==> src/rtl/draw_pkg.sv <==
// Shared glyph codes, controller state encoding and default text spacing for the
// text drawing controller.
package draw_pkg;

  localparam int unsigned GlyphA       = 15;
  localparam int unsigned GlyphE       = 17;
  localparam int unsigned GlyphF       = 18;
  localparam int unsigned GlyphI       = 20;
  localparam int unsigned GlyphL       = 21;
  localparam int unsigned GlyphV       = 28;
  localparam int unsigned GlyphD       = 30;
  localparam int unsigned GlyphSpace   = 31;
  localparam int unsigned GlyphNewline = 29;

  localparam int unsigned DefaultCharAdv = 12;
  localparam int unsigned DefaultLineAdv = 24;

  typedef enum logic [1:0] {
    StIdle,
    StFetch,
    StDraw,
    StDone
  } state_e;

endpackage

==> src/rtl/text_buffer.sv <==
// Character buffer: DEPTH x WIDTH register file, one synchronous write port and one
// combinational read port. Contents are deliberately not reset.
module text_buffer #(
  parameter int unsigned DEPTH = 16,
  parameter int unsigned WIDTH = 5
) (
  input  logic                     clk_i,
  input  logic                     we_i,
  input  logic [$clog2(DEPTH)-1:0] waddr_i,
  input  logic [WIDTH-1:0]         wdata_i,
  input  logic [$clog2(DEPTH)-1:0] raddr_i,
  output logic [WIDTH-1:0]         rdata_o
);

  logic [WIDTH-1:0] mem_q [DEPTH];

  always_ff @(posedge clk_i) begin
    if (we_i) begin
      mem_q[waddr_i] <= wdata_i;
    end
  end

  assign rdata_o = mem_q[raddr_i];

endmodule

==> src/rtl/draw_text_control.sv <==
// Glyph sequencer: walks a loaded character buffer and issues one drawer request per
// printable glyph, handling space, newline, right-margin wrap and abort.
module draw_text_control
  import draw_pkg::*;
#(
  parameter int unsigned MAX_CHARS    = 16,
  parameter int unsigned TYPE_W       = 5,
  parameter int unsigned X_W          = 9,
  parameter int unsigned Y_W          = 8,
  parameter int unsigned CHAR_ADV     = DefaultCharAdv,
  parameter int unsigned LINE_ADV     = DefaultLineAdv,
  parameter int unsigned X_MARGIN     = 300,
  parameter int unsigned SPACE_CODE   = GlyphSpace,
  parameter int unsigned NEWLINE_CODE = GlyphNewline
) (
  input  logic                           clk_i,
  input  logic                           rst_ni,
  input  logic                           start_i,
  input  logic                           abort_i,
  input  logic                           wr_en_i,
  input  logic [$clog2(MAX_CHARS)-1:0]   wr_addr_i,
  input  logic [TYPE_W-1:0]              wr_code_i,
  input  logic [$clog2(MAX_CHARS+1)-1:0] len_i,
  input  logic [X_W-1:0]                 x_origin_i,
  input  logic [Y_W-1:0]                 y_origin_i,
  input  logic                           draw_object_done_i,
  output logic                           start_draw_o,
  output logic [TYPE_W-1:0]              obj_type_o,
  output logic [X_W-1:0]                 x_out_o,
  output logic [Y_W-1:0]                 y_out_o,
  output logic                           busy_o,
  output logic                           done_o
);

  localparam int unsigned AW = $clog2(MAX_CHARS);
  localparam int unsigned LW = $clog2(MAX_CHARS + 1);

  localparam logic [X_W-1:0]    XAdv    = X_W'(CHAR_ADV);
  localparam logic [Y_W-1:0]    YAdv    = Y_W'(LINE_ADV);
  localparam logic [X_W:0]      Margin  = (X_W + 1)'(X_MARGIN);
  localparam logic [LW-1:0]     MaxLen  = LW'(MAX_CHARS);
  localparam logic [TYPE_W-1:0] SpCode  = TYPE_W'(SPACE_CODE);
  localparam logic [TYPE_W-1:0] NlCode  = TYPE_W'(NEWLINE_CODE);

  state_e             state_q, state_d;
  logic [LW-1:0]      idx_q, idx_d;
  logic [LW-1:0]      len_q, len_d;
  logic [X_W-1:0]     x_cur_q, x_cur_d;
  logic [X_W-1:0]     x_org_q, x_org_d;
  logic [Y_W-1:0]     y_cur_q, y_cur_d;
  logic               start_draw_q, start_draw_d;
  logic [TYPE_W-1:0]  obj_type_q, obj_type_d;
  logic [X_W-1:0]     x_out_q, x_out_d;
  logic [Y_W-1:0]     y_out_q, y_out_d;

  logic [TYPE_W-1:0]  rd_code;
  logic [X_W:0]       x_next_ext;
  logic               wrap;
  logic               wr_ok;

  assign wr_ok = wr_en_i && (state_q == StIdle);

  text_buffer #(
    .DEPTH (MAX_CHARS),
    .WIDTH (TYPE_W)
  ) u_text_buffer (
    .clk_i   (clk_i),
    .we_i    (wr_ok),
    .waddr_i (wr_addr_i),
    .wdata_i (wr_code_i),
    .raddr_i (idx_q[AW-1:0]),
    .rdata_o (rd_code)
  );

  // One extra bit so a glyph near the top of the x range cannot alias below the margin.
  assign x_next_ext = {1'b0, x_cur_q} + {1'b0, XAdv};
  assign wrap       = x_next_ext > Margin;

  always_comb begin
    state_d      = state_q;
    idx_d        = idx_q;
    len_d        = len_q;
    x_cur_d      = x_cur_q;
    x_org_d      = x_org_q;
    y_cur_d      = y_cur_q;
    start_draw_d = start_draw_q;
    obj_type_d   = obj_type_q;
    x_out_d      = x_out_q;
    y_out_d      = y_out_q;

    unique case (state_q)
      StIdle: begin
        if (start_i) begin
          len_d   = (len_i > MaxLen) ? MaxLen : len_i;
          x_org_d = x_origin_i;
          x_cur_d = x_origin_i;
          y_cur_d = y_origin_i;
          idx_d   = '0;
          state_d = StFetch;
        end
      end
      StFetch: begin
        if (idx_q == len_q) begin
          state_d = StDone;
        end else if (rd_code == NlCode) begin
          x_cur_d = x_org_q;
          y_cur_d = y_cur_q + YAdv;
          idx_d   = idx_q + LW'(1);
        end else if (rd_code == SpCode) begin
          x_cur_d = x_cur_q + XAdv;
          idx_d   = idx_q + LW'(1);
        end else begin
          if (wrap) begin
            x_cur_d = x_org_q;
            y_cur_d = y_cur_q + YAdv;
          end
          // Outputs carry the post-wrap position so they are valid in the first DRAW cycle.
          start_draw_d = 1'b1;
          obj_type_d   = rd_code;
          x_out_d      = x_cur_d;
          y_out_d      = y_cur_d;
          state_d      = StDraw;
        end
      end
      StDraw: begin
        if (draw_object_done_i) begin
          x_cur_d      = x_cur_q + XAdv;
          idx_d        = idx_q + LW'(1);
          start_draw_d = 1'b0;
          obj_type_d   = '0;
          x_out_d      = '0;
          y_out_d      = '0;
          state_d      = StFetch;
        end
      end
      StDone: begin
        if (!start_i) begin
          state_d = StIdle;
        end
      end
      default: state_d = StIdle;
    endcase

    if (abort_i && (state_q != StIdle)) begin
      state_d      = StIdle;
      start_draw_d = 1'b0;
      obj_type_d   = '0;
      x_out_d      = '0;
      y_out_d      = '0;
    end
  end

  always_ff @(posedge clk_i or negedge rst_ni) begin
    if (!rst_ni) begin
      state_q      <= StIdle;
      idx_q        <= '0;
      len_q        <= '0;
      x_cur_q      <= '0;
      x_org_q      <= '0;
      y_cur_q      <= '0;
      start_draw_q <= 1'b0;
      obj_type_q   <= '0;
      x_out_q      <= '0;
      y_out_q      <= '0;
    end else begin
      state_q      <= state_d;
      idx_q        <= idx_d;
      len_q        <= len_d;
      x_cur_q      <= x_cur_d;
      x_org_q      <= x_org_d;
      y_cur_q      <= y_cur_d;
      start_draw_q <= start_draw_d;
      obj_type_q   <= obj_type_d;
      x_out_q      <= x_out_d;
      y_out_q      <= y_out_d;
    end
  end

  assign start_draw_o = start_draw_q;
  assign obj_type_o   = obj_type_q;
  assign x_out_o      = x_out_q;
  assign y_out_o      = y_out_q;
  assign busy_o       = (state_q != StIdle);
  assign done_o       = (state_q == StDone);

endmodule
==> config.mk <==
export PLATFORM = sky130hd
export DESIGN_NAME = draw_text_control
export DESIGN_NICKNAME = d
export VERILOG_FILES = /design/src/rtl/draw_pkg.sv /design/src/rtl/text_buffer.sv /design/src/rtl/draw_text_control.sv
export SDC_FILE = /design/constraint.sdc
export NUM_CORES = 1
export LEC_CHECK = 0
export CAP_MARGIN = 10
export CELL_PAD_IN_SITES_DETAIL_PLACEMENT = 1
export CELL_PAD_IN_SITES_GLOBAL_PLACEMENT = 1
export CORE_MARGIN = 5
export CORE_UTILIZATION = 56
export DETAILED_ROUTE_END_ITERATION = 7
export DONT_BUFFER_PORTS = 1
export PLACE_DENSITY_LB_ADDON = 0.1
export SLEW_MARGIN = 20
export SYNTH_ARGS = -nofsm -noshare
export SYNTH_HDL_FRONTEND = slang
export SYNTH_HIERARCHICAL = 1
export SYNTH_SLANG_ARGS = --single-unit
export TNS_END_PERCENT = 5
==> constraint.sdc <==
create_clock -name clk_i -period 6.3 [get_ports clk_i]
set_input_delay 1.26 -clock clk_i [delete_from_list [all_inputs] [get_ports clk_i]]
set_output_delay 1.26 -clock clk_i [all_outputs]
set_load 0.05 [all_outputs]
### Word-level counts from Yosys, hierarchy flattened

Memories as Yosys holds them, arrays and structs flattened.
Index checks and enable logic that the tools add are counted.

* $add $sub $neg: 4
* magnitude comparators: 2
* equal/unequal tests: 19
* mux-type cells: 53
* reductions and logical operators: 13

Operators with widths (count)
* 9-bit 2-to-1 mux: 11
* 8-bit 2-to-1 mux: 9
* 5-bit 2-to-1 mux: 11
* 8-bit one-hot mux with 2 select lines: 2
* 9-bit one-hot mux with 3 select lines: 1
* 3-bit inequality test, second input constant: 6
* 9-bit one-hot mux with 2 select lines: 1
* 5-bit one-hot mux with 3 select lines: 1
* 5-bit AND reduction: 3
* 2-bit 2-to-1 mux: 7
* 9-bit by 4-bit adder with 10-bit output, second input constant: 1
* 5-bit == test, second input constant: 2
* 10-bit by 9-bit > comparator with 1-bit output, second input constant: 1
* 5-bit one-hot mux with 2 select lines: 1
* 9-bit by 4-bit adder with 9-bit output, second input constant: 1
* 8-bit by 5-bit adder with 8-bit output, second input constant: 1
* 4-bit inequality test, second input constant: 2
* 2-bit one-hot mux with 4 select lines: 1
* 4-bit AND reduction: 2
* 1-bit 2-to-1 mux: 7
* 2-bit inequality test, second input constant: 3
* 3-bit by 2-bit inequality test with 1-bit output, second input constant: 2
* 3-bit nonzero test: 2
* 5-bit by 1-bit adder with 5-bit output, second input constant: 1
* other kinds (9): 12

* register bits after elaboration: 61
* bits in writable memories: 80
* input bits: 37
* output and inout bits: 25
* memories kept: 1

Memory list
* u_text_buffer.mem_q: words 16, width 5, rd ports 1, clocked after memory_dff 0, wr ports 1, RTL line text_buffer.sv:15 `logic [WIDTH-1:0] mem_q [DEPTH];`

### Logic depth before layout (Yosys ltp)

Gate-level depths: netlist (run 1).

* depth after elaboration: 8
* depth in mapped cells: 11
* mapped depth without buffers: 9

### Modules after synthesis

Netlist (run 1), hierarchy kept.

Modules (own cells, without submodules)
* draw_text_control: instances 1, cells an instance 384, area an instance 3682.3 µm², seq. area each 1526.5 µm²
* text_buffer: instances 1, cells an instance 150, area an instance 3113.0 µm², seq. area each 2402.3 µm²

### Worst setup path before layout (run 1)

No wires, ideal clock.

* path type: flip-flop to flip-flop
* from: register idx_q[0]
* to: register x_cur_q[0]
* library setup time: 136 ps
* arrival time: 2946 ps
* required time: 6164 ps
* path slack: 3218 ps
* cell stages (with the launch flop): 12
* buffers on the path: 2
* clock period less this slack: 3082 ps
* cells stage by stage: dfrtp_1 buf_6 mux4_2 a22oi_1 nand3_1 and4_1 buf_2 nand2_1 o21ai_0 a2111oi_0 mux2i_1 o211ai_1

* word-level cells in the longest chain between the ends: 6
* elaborated cells between the ends (all ways): 10

RTL lines
* start, declared: RTL line draw_text_control.sv:46 `logic [LW-1:0] idx_q, idx_d;`
* start signal, assigned: RTL line draw_text_control.sv:167 `idx_q <= idx_d;`
* memory 16 x 5 bit (*)
* via rd_code[4]: RTL line draw_text_control.sv:56 `logic [TYPE_W-1:0] rd_code;`
* 5-bit == test: RTL line draw_text_control.sv:109 `end else if (rd_code == SpCode) begin`
* 9-bit 2-to-1 mux: RTL line draw_text_control.sv:109
* 9-bit 2-to-1 mux (*): RTL line draw_text_control.sv:105 `end else if (rd_code == NlCode) begin`
* 9-bit 2-to-1 mux (*): RTL line draw_text_control.sv:103 `if (idx_q == len_q) begin`
* 9-bit one-hot mux with 3 select lines (*): RTL line draw_text_control.sv:91 `unique case (state_q)`
* end signal, assigned: RTL line draw_text_control.sv:169 `x_cur_q <= x_cur_d;`
* end, declared: RTL line draw_text_control.sv:48 `logic [X_W-1:0] x_cur_q, x_cur_d;`

Mark *: on every way through the listed nets, which the timed path passes. The rest lies on a longest branch. The select of a mux whose other input is x is not followed.
A chain may end at the register's enable or synchronous reset.

### Worst setup path in the final report (run 1)

* from: register idx_q[1]
* to: register x_cur_q[0]

Same word-level chain as after synthesis.

==> impl_results.md, run 1 <==
* Status: complete, no violations
* Syn nets at 580
* Clock Path Buffers at 2
* H-tree levels at 4
* Final hold vios at 0
* Final WL at 16980 µm
* FFs w/ async S/R, synth at 43.26%
* Clock-pin slew on the worst setup and hold paths at 0.06 ns
* Post-synth EDFFs at 80
* Starting Density at 56.81%
* GRT Max-Usage Layer: met2
* Grt total ovfl at 0
* Final ANT Viol Nets at 0
* Max Cap Viol at 0
* Count of cell types in the netlist at 70
* Unrepaired setup endpoints after global routing: false
* GRT Overall Usage at 24.86%
* Min Clock Period, post-route at 4.068 ns
* Switch Pwr at 1.808 mW
* # nets final at 574
* Cells after DPL at 656
* Sum Neg Setup Slack at 0 ns
* DR vias at 4489
* Fmax at 245.8 MHz
* # resized after CTS at 0
* CP max stage delay at 0.98 ns
* Clk_lat worst skew at 0.44 ns
* Synth area leaders: edfxtp_1, dfrtp_1, mux4_2
* First-pass GRT wire length at 26800 µm
* Met2 usage at 43.03%
* DIE AREA at 14440 µm²
* Register area share after synthesis at 57.82%
* Cell Area, Synth at 6795 µm²
* IO Port Bufs at 0
* # setup viols final at 0
* Worst Max-Slew Pin Slew at 1.035 ns
* YS warnings at 6
* Hold Crit Class: reg -> reg
* Clock skew at 0.02246 ns
* Slowest cell on the critical path: dfrtp_1
* CTS root buffer: clkbuf_16
* Die Y at 120.2 µm
* Crit path max fanout at 24
* Critical path capture point type: register
* Drc violations at 0
* IO Count at 62
* Slew margin rel. at 29.19%
* Logic pwr share at 40.9%
* Router iterations before antenna repair at 5
* Avg Cell Area, Syn at 12.73 µm²
* Predominant post-synthesis flop cell: edfxtp_1
* Setup crit start kind: register
* Cell taking the most area after synthesis: edfxtp_1
* Standard-cell rows at 40
* DIE WIDTH at 120.2 µm
* Area Growth Syn to Fin at 9.391%
* Post-synthesis cell count at 534
* Power per cell area at 556.7 nW/µm²
* CTS buffer count at 17
* TritonCTS Sinks at 141
* Slew Limit Fails at 0
* Post-CTS Setup Inserts at 0
* Reg2reg setup slack at 2.23 ns
* FF+latch count, synth at 141
* DP HPWL at 11550 µm
* Top cells by count, synth: edfxtp_1, dfrtp_1, nand2_1
* Peak supply drop at 289.1 µV
* Worst hold slack at 0.5081 ns
* Seq pwr share at 36.4%
* DRT iter0 DRCs at 367
* CP arrival at 4.36 ns
* Switching Fraction at 43.70%
* Clock share of power at 22.6%
* # diodes at 0
* Final cell count without fillers at 688
* Post-DP Area at 6882 µm²
* Crit-path cells: mux4_2, a22oi_1, nand3_1, and4_1, nand2_1, o21ai_0, a2111oi_0, mux2i_1, o211ai_1
* Initial antenna violation count at 0
* Dpl ws at 2.374 ns
* WL/cell at 24.68 µm
* Layout cells sized above 1 at 13.86%
* Final worst setup slack at 2.232 ns
* Drt via density at 6.525
* Vias in the first global route at 4698
* Pin count of the biggest net entering global routing at 62
* P_leak at 2.778 nW
* Critical path class: reg -> reg
* P_int at 2.330 mW
* Fin crit share at 64.57%
* GRT met3 Usage at 7.540%
* Synth top area share at 35.35%
* Cell with the most instances after synthesis: edfxtp_1
* Gp weighted congestion at 0.8588
* CTS tree: yes
* Worst EP required at 6.59 ns
* Finished Cell Area at 7433 µm²
* Core ar. at 11960 µm²
* Post-CTS Hold Buffers at 0
* Met1 Track Usage GR at 29.69%
kinds of logic (layout without fill, tap and decap cells):
logic type	count (synthesis)	count (layout)	share of synthesized area (%)
XOR/XNOR	14	14	1.915
multiplexers	41	41	9.851
adder cells (fa/ha/maj)	9	9	1.657
flip-flops	141	141	57.82
buffers and inverters	47	54	3.019
AO/OA/AOI/OAI	131	131	14.22
AND/OR/NAND/NOR	151	151	11.53
path summary, 6_finish.rpt:
path                                        start                endpoint  cells past startpoint
setup / recovery             idx_q[1]$_DFFE_PN0P_  x_cur_q[0]$_DFFE_PN0P_                      9
hold / removal             y_cur_q[1]$_DFFE_PN0P_  y_out_o[1]$_DFFE_PN0P_                      1
setup reg to reg             idx_q[1]$_DFFE_PN0P_  x_cur_q[0]$_DFFE_PN0P_                      9
hold reg to reg            y_cur_q[1]$_DFFE_PN0P_  y_out_o[1]$_DFFE_PN0P_                      1
max in group asynchronous                  rst_ni    idx_q[0]$_DFFE_PN0P_                      0
min in group asynchronous                  rst_ni  y_cur_q[2]$_DFFE_PN0P_                      0
registers in the layout, summed over array words and instances (netlist names):
name / flops
u_text_buffer/mem_q: 80
x_cur_q: 9
x_org_q: 9
x_out_o: 9
y_cur_q: 8
y_out_o: 8
idx_q: 5
len_q: 5
obj_type_o: 5
state_q: 2
start_draw_o: 1
routing by layer:
layer  share of wire [%]  vias up
met5                   0        -
met4                 1.6        0
met3                 5.3       19
met2                  53      115
met1                  41     2320
li1                    -     2035
power by group through the flow:
stage / combinational, mW / clock [mW] / sequential [mW]
after floorplan: 1.37 / 0 / 1.43
after global placement: 1.62 / 0 / 1.51
after detailed placement: 1.68 / 0 / 1.52
after CTS: 1.69 / 0.953 / 1.51
after global routing: 1.84 / 1.01 / 1.53
final: 1.69 / 0.937 / 1.51
worst max-delay path, delay by kind of cell, from the launching register on:
family | cells | cell delay, ns
AND/OR/NAND/NOR | 3 | 0.78
flip-flops | 1 | 0.98
AO/OA/AOI/OAI | 4 | 1.47
multiplexers | 2 | 0.69
layout make-up:
cell class	instances	area, µm²
fill	1148	4528
sequential	141	3929
multi-input combinational	346	2671
clock buffer	18	429.2
tap	147	183.9
clock inverter	14	122.6
inverter	18	67.56
timing repair buffer	4	30.03
cells in the final DEF (no fill, tap or decap), types with 3 or more instances in the layout:
cell type	count
mux4_2	20
nor2b_1	8
nand2b_1	13
clkinvlp_4	3
o221ai_1	7
nor4_1	4
o211ai_1	5
nand3_1	24
a21o_1	4
o2111ai_1	5
nand3b_1	5
inv_6	6
o211a_1	4
xor2_1	3
buf_4	4
nor3b_1	4
nor3_1	6
nor2_1	31
edfxtp_1	80
a211o_1	3
dfrtp_1	61
ha_1	9
inv_8	3
o21ai_0	33
o2bb2ai_1	8
a21oi_1	12
mux2i_1	14
inv_1	17
a211oi_1	7
nand2_1	38
xnor2_1	10
a22oi_1	6
mux2_2	7
a22o_1	13
or4_1	3
clkbuf_16	17
metrics by stage:
| step | util [%] | total power, mW |
|---|---|---|
| 2_1_floorplan | - | 2.798 |
| 3_3_place_gp | 57.53 | 3.129 |
| 3_5_place_dp | 57.53 | 3.199 |
| 4_1_cts | 62.14 | 4.151 |
| 5_1_grt | 62.14 | 4.384 |
| 6_report | 62.14 | 4.138 |
Power figures use the tool's default switching activity.
==> inputs of run 2 (changes only) <==
--- a/config.mk
+++ b/config.mk
@@ -9,7 +9,7 @@
 export CELL_PAD_IN_SITES_DETAIL_PLACEMENT = 1
 export CELL_PAD_IN_SITES_GLOBAL_PLACEMENT = 1
 export CORE_MARGIN = 5
-export CORE_UTILIZATION = 56
+export CORE_UTILIZATION = 52
 export DETAILED_ROUTE_END_ITERATION = 7
 export DONT_BUFFER_PORTS = 1
 export PLACE_DENSITY_LB_ADDON = 0.1
==> constraint.sdc (replaced) <==
create_clock -name clk_i -period 4.2 [get_ports clk_i]
set_input_delay 0.84 -clock clk_i [delete_from_list [all_inputs] [get_ports clk_i]]
set_output_delay 0.84 -clock clk_i [all_outputs]
set_load 0.05 [all_outputs]
==> run 2 against run 1 <==
Global-route usage is 1.6 points lower. Critical endpoint is now y_out_o[7]$_DFFE_PN0P_. Setup slack worse by 1.4 ns. First-iteration DRC count is 9.3% lower. Utilization is 3.0 points lower. Non-clock buffer count is 7 higher. Sequential share of layout area is 0.68 points lower. Clock power is 50% higher. Final cell count is 4.7% higher. Combinational power is 56% higher. Design area is 1.3% higher. Critical path type unchanged.
==> impl_results.md, run 2 (same netlist as run 1, synthesis figures left out) <==
* TritonCTS Sinks at 141 (unchanged)
* Grt total ovfl at 0 (unchanged)
* Most common cell after layout, fill and taps aside: edfxtp_1 (unchanged)
* IO Port Bufs at 0 (unchanged)
* Final worst setup slack at 0.8260 ns (was 2.232 ns)
* Vias in the first global route at 4971 (was 4698)
* # setup viols final at 0 (unchanged)
* H-tree levels at 4 (unchanged)
* Register area at 3929 µm² (unchanged)
* Sum Neg Setup Slack at 0 ns (unchanged)
* Fill cell count at 1288 (was 1148)
* Clk_lat worst skew at 0.43 ns (was 0.44 ns)
* DR vias at 4504 (was 4489)
* Drt via density at 6.256 (was 6.525)
* Fin crit share at 80.33% (was 64.57%)
* Most frequent cells in the layout: edfxtp_1, dfrtp_1, nand2_1, o21ai_0, nor2_1 (unchanged)
* Gp weighted congestion at 0.8166 (was 0.8588)
* Slowest cell on the critical path: or4_1 (was dfrtp_1)
* Dpl ws at 0.8292 ns (was 2.374 ns)
* IO Count at 62 (unchanged)
* Starting Density at 53.41% (was 56.81%)
* Area Growth Syn to Fin at 10.81% (was 9.391%)
* Clock skew at 0.007284 ns (was 0.02246 ns)
* Worst Max-Slew Pin Slew at 1.030 ns (was 1.035 ns)
* Router iterations before antenna repair at 4 (was 5)
* Slew margin rel. at 31.31% (was 29.19%)
* Final ANT Viol Nets at 0 (unchanged)
* # nets final at 581 (was 574)
* Layout cells sized above 1 at 14.96% (was 13.86%)
* Largest register FFs at 80 (unchanged)
* Unrepaired setup endpoints after global routing: false (unchanged)
* First-pass GRT wire length at 27780 µm (was 26800 µm)
* Die Y at 124.3 µm (was 120.2 µm)
* Reg2reg setup slack at 0.83 ns (was 2.23 ns)
* Max Cap Viol at 0 (unchanged)
* R2r endpoint: y_out_o[7]$_DFFE_PN0P_ (was x_cur_q[0]$_DFFE_PN0P_)
* Clock-pin slew on the worst setup and hold paths at 0.06 ns (about the same)
* Reg2reg start: idx_q[0]$_DFFE_PN0P_ (was idx_q[1]$_DFFE_PN0P_)
* P_leak at 2.823 nW (was 2.778 nW)
* Delay-heaviest family, CP: simple AND/OR/NAND/NOR gates (was compound AO/OA/AOI/OAI gates)
* Standard-cell rows at 41 (was 40)
* GRT Overall Usage at 23.29% (was 24.86%)
* Drc violations at 0 (unchanged)
* # resized after CTS at 0 (unchanged)
* Post-CTS Setup Inserts at 0 (unchanged)
* CTS root buffer: clkbuf_16 (unchanged)
* Reg2reg path depth at 8 (was 9)
* DRT iter0 DRCs at 333 (was 367)
* Setup crit start kind: register (unchanged)
* CP max stage delay at 0.78 ns (was 0.98 ns)
* Peak supply drop at 420.1 µV (was 289.1 µV)
* WL/cell at 23.84 µm (was 24.68 µm)
* CTS buffer count at 17 (unchanged)
* Clock Path Buffers at 2 (unchanged)
* DIE AREA at 15450 µm² (was 14440 µm²)
* Final Core Density at 59.19% (was 62.14%)
* CTS tree: yes (unchanged)
* DIE WIDTH at 124.3 µm (was 120.2 µm)
* Most flops, register: u_text_buffer/mem_q (unchanged)
* Post-CTS Hold Buffers at 0 (unchanged)
* Final WL at 17160 µm (was 16980 µm)
* Crit path max fanout at 18 (was 24)
* Multi-input gate area at 2671 µm² (unchanged)
* Fmax at 296.4 MHz (was 245.8 MHz)
* Min Clock Period, post-route at 3.374 ns (was 4.068 ns)
* Status: complete, no violations (unchanged)
* # diodes at 0 (unchanged)
* Core ar. at 12720 µm² (was 11960 µm²)
* Hold Crit Class: in -> async (was reg -> reg)
* Initial antenna violation count at 0 (unchanged)
* Critical path class: reg -> reg (unchanged)
* Final hold vios at 0 (unchanged)
* Crit-path cells: buf_12, mux4_2, a22oi_1, nand3_1, and4_1, or4_1, nor4_1, a211o_1 (was mux4_2, a22oi_1, nand3_1, and4_1, nand2_1, o21ai_0, a2111oi_0, mux2i_1, o211ai_1)
* Pin count of the biggest net entering global routing at 62 (unchanged)
* Critical path capture point type: register (unchanged)
* DP HPWL at 12060 µm (was 11550 µm)
* Buffers plus inverters on the worst setup path at 1 (was 0)
* Power per cell area at 837.1 nW/µm² (was 556.7 nW/µm²)
* Slew Limit Fails at 0 (unchanged)
* Worst hold slack at 0.09702 ns (was 0.5081 ns)
* Worst EP required at 4.57 ns (was 6.59 ns)
* CP arrival at 3.75 ns (was 4.36 ns)
[run 2: changes by cell type in the layout (fill, tap and decap cells not counted)]
cell        delta
buf_4          +6
clkinv_4       +3
clkinvlp_4     -2
buf_12         +1
inv_8          -1
[run 2: worst reg2reg max path, stage by stage, from the launching register on]
cell     delay [ns]
dfrtp_1        0.65
buf_12         0.25
mux4_2         0.51
a22oi_1        0.19
nand3_1        0.17
and4_1         0.27
or4_1          0.78
nor4_1         0.36
a211o_1        0.13
[run 2: cell type report]
class	instances	share of cell area (%)
clock buffer	18	5.700
clock inverter	14	1.628
inverter	18	0.8973
multi-input combinational	346	35.48
sequential	141	52.18
tap	172	2.858
timing repair buffer	11	1.263
[run 2: worst max-delay path by stage]
stage	to	from	slack [ns]	depth (start not counted)
finish	y_out_o[7]$_DFFE_PN0P_	idx_q[0]$_DFFE_PN0P_	0.83	8
global route	y_out_o[5]$_DFFE_PN0P_	idx_q[0]$_DFFE_PN0P_	0.59	8
CTS	y_out_o[7]$_DFFE_PN0P_	idx_q[0]$_DFFE_PN0P_	0.79	8
detailed placement	y_out_o[7]$_DFFE_PN0P_	idx_q[0]$_DFFE_PN0P_	0.83	8
global placement	y_out_o[6]$_DFFE_PN0P_	idx_q[0]$_DFFE_PN0P_	0.89	8
floorplan	x_cur_q[0]$_DFFE_PN0P_	idx_q[0]$_DFFE_PN0P_	1.12	11
[run 2: stage by stage]
step | std cells | total power [mW] | cell area (µm²)
after global routing | 720 | 6.714 | 7530
after detailed placement | 688 | 4.906 | 6978
after floorplan | 534 | 4.196 | 6795
after global placement | 688 | 4.780 | 6978
after CTS | 720 | 6.336 | 7530
final | 720 | 6.303 | 7530
[run 2: routing by layer]
metal	up-vias	global-route usage [%]	wire, µm
met1	2309	27.87	6956
met5	-	0	0
met4	0	10.90	507
met3	36	6.732	797
li1	2047	-	-
met2	112	38.84	8902
[run 2: report_power, final]
part	internal, mW	leakage [nW]	switching (mW)
Combinational	1.06	1.06	1.57
Clock	0.775	0.270	0.633
Sequential	1.72	1.50	0.540
Total	3.56	2.82	2.75
==> inputs of run 3 (changes only) <==
==> constraint.sdc (replaced) <==
create_clock -name clk_i -period 3.45 [get_ports clk_i]
set_input_delay 0.69 -clock clk_i [delete_from_list [all_inputs] [get_ports clk_i]]
set_output_delay 0.69 -clock clk_i [all_outputs]
set_load 0.05 [all_outputs]
==> run 3 against run 2 <==
Final cell count grew 0.83%. Clock power grew 22%. Power grew 23%. Non-clock buffer count grew 6. Sequential power grew 21%. Die area is the same. Critical path type unchanged. Critical endpoint is now x_cur_q[1]$_DFFE_PN0P_.
==> impl_results.md, run 3 (same netlist as run 1, synthesis figures left out) <==
* Grt total ovfl at 0 (unchanged)
* First-pass GRT wire length at 28210 µm (was 27780 µm)
* GRT Overall Usage at 23.49% (was 23.29%)
* Clk_lat worst skew at 0.44 ns (was 0.43 ns)
* Area Growth Syn to Fin at 11.97% (was 10.81%)
* CTS buffer count at 17 (unchanged)
* Critical path class: reg -> reg (unchanged)
* Unrepaired setup endpoints after global routing: false (unchanged)
* Fmax at 320.9 MHz (was 296.4 MHz)
* Pin count of the biggest net entering global routing at 62 (unchanged)
* CP arrival at 3.41 ns (was 3.75 ns)
* Core ar. at 12720 µm² (unchanged)
* R2r endpoint: x_cur_q[1]$_DFFE_PN0P_ (was y_out_o[7]$_DFFE_PN0P_)
* Critical path capture point type: register (unchanged)
* Die Y at 124.3 µm (unchanged)
* Clock-pin slew on the worst setup and hold paths at 0.06 ns (about the same)
* Setup crit start kind: register (unchanged)
* Reg2reg path depth at 11 (was 8)
* CTS root buffer: clkbuf_16 (unchanged)
* P_leak at 2.861 nW (was 2.823 nW)
* # resized after CTS at 0 (unchanged)
* Initial antenna violation count at 0 (unchanged)
* Hold Crit Class: in -> async (unchanged)
* # nets final at 587 (was 581)
* Reg2reg setup slack at 0.33 ns (was 0.83 ns)
* Drc violations at 0 (unchanged)
* Drt via density at 6.251 (was 6.256)
* Clock Path Buffers at 2 (unchanged)
* Worst Max-Slew Pin Slew at 0.9785 ns (was 1.030 ns)
* Fill cell count at 1294 (was 1288)
* Dpl ws at 0.3403 ns (was 0.8292 ns)
* DR top layer: met4 (unchanged)
* Routed wl met2 at 9406 µm (was 8902 µm)
* TritonCTS Sinks at 141 (unchanged)
* DRT iter0 DRCs at 293 (was 333)
* DP HPWL at 12100 µm (was 12060 µm)
* Final Core Density at 59.81% (was 59.19%)
* Gp weighted congestion at 0.7853 (was 0.8166)
* CTS tree: yes (unchanged)
* Slew Limit Fails at 0 (unchanged)
* WL/cell at 24.20 µm (was 23.84 µm)
* Max Cap Viol at 0 (unchanged)
* Cells after DPL at 693 (was 688)
* Worst hold slack at 0.1322 ns (was 0.09702 ns)
* Router iterations before antenna repair at 6 (was 4)
* H-tree levels at 4 (unchanged)
* Sum Neg Setup Slack at 0 ns (unchanged)
* Most frequent cells in the layout: edfxtp_1, dfrtp_1, nand2_1, o21ai_0, nor2_1 (unchanged)
* Largest register FFs at 80 (unchanged)
* Starting Density at 53.41% (unchanged)
* Min Clock Period, post-route at 3.116 ns (was 3.374 ns)
* Final WL at 17570 µm (was 17160 µm)
* Most flops, register: u_text_buffer/mem_q (unchanged)
* Layout cells sized above 1 at 15.88% (was 14.96%)
* Final worst setup slack at 0.3336 ns (was 0.8260 ns)
* Final hold vios at 0 (unchanged)
* # setup viols final at 0 (unchanged)
* DR vias at 4538 (was 4504)
* Final cell count without fillers at 726 (was 720)
* Reg2reg start: idx_q[0]$_DFFE_PN0P_ (unchanged)
* Final ANT Viol Nets at 0 (unchanged)
* Post-CTS Hold Buffers at 1 (was 0)
* Post-route met1 wirelength at 7096 µm (was 6956 µm)
* Post-CTS Setup Inserts at 0 (unchanged)
* IO Port Bufs at 0 (unchanged)
* Worst EP required at 3.75 ns (was 4.57 ns)
* DIE WIDTH at 124.3 µm (unchanged)
* Vias in the first global route at 4840 (was 4971)
* # diodes at 0 (unchanged)
* Slew margin rel. at 34.77% (was 31.31%)
* Fin crit share at 90.33% (was 80.33%)
* Standard-cell rows at 41 (unchanged)
* Most common cell after layout, fill and taps aside: edfxtp_1 (unchanged)
* Peak supply drop at 621.2 µV (was 420.1 µV)
* Wire length on met3 at 626 µm (was 797 µm)
* Power per cell area at 1022 nW/µm² (was 837.1 nW/µm²)
* IO Count at 62 (unchanged)
* DIE AREA at 15450 µm² (unchanged)
* Clock skew at 0.01603 ns (was 0.007284 ns)
* Crit path max fanout at 21 (was 18)
* Status: complete, no violations (unchanged)
run 3: how the worst max path moves through the flow:
stage / from / end / slack (ns) / cells after the start
after floorplan: idx_q[0]$_DFFE_PN0P_ / x_cur_q[0]$_DFFE_PN0P_ / 0.37 / 11
after global placement: idx_q[0]$_DFFE_PN0P_ / x_cur_q[0]$_DFFE_PN0P_ / 0.44 / 11
after detailed placement: idx_q[0]$_DFFE_PN0P_ / x_cur_q[1]$_DFFE_PN0P_ / 0.34 / 11
after CTS: idx_q[0]$_DFFE_PN0P_ / x_cur_q[1]$_DFFE_PN0P_ / 0.34 / 11
after global routing: idx_q[0]$_DFFE_PN0P_ / y_cur_q[6]$_DFFE_PN0P_ / 0.21 / 10
final: idx_q[0]$_DFFE_PN0P_ / x_cur_q[1]$_DFFE_PN0P_ / 0.33 / 11
run 3: worst max-delay path: stages (launching register included):
cell and delay [ns]:
dfrtp_1 0.40, buf_12 0.21, mux4_2 0.53, a22oi_1 0.21, nand3_1 0.15, and4_1 0.24, nand2_1 0.07, o21ai_0 0.17
a2111oi_0 0.49, buf_4 0.21, mux2i_1 0.19, o211ai_1 0.10
run 3: per-stage QoR:
stage | total power [mW] | instance area (µm²)
2_1_floorplan | 5.109 | 6795
3_3_place_gp | 5.884 | 7028
3_5_place_dp | 6.042 | 7028
4_1_cts | 7.816 | 7609
5_1_grt | 8.251 | 7609
6_report | 7.776 | 7609
run 3: layer usage:
metal / track usage (%) / vias up
li1: - / 2070
met1: 28.01 / 2344
met2: 41.09 / 97
met3: 5.489 / 27
met4: 9.284 / 0
met5: 0 / -
run 3: layout make-up:
class	count	area, µm²	share of cell area [%]
clock buffers	18	429.2	5.641
clock inverters	14	123.9	1.628
flip-flops and latches	141	3929	51.64
multi-input cells	346	2671	35.11
repair buffers	17	172.7	2.269
well taps	172	215.2	2.828
inverters	18	67.56	0.8880
run 3: report_power, final:
part	switching (mW)	internal (mW)
clock	0.778	0.946
sequential	0.645	2.10
combinational	1.97	1.34
total	3.39	4.39
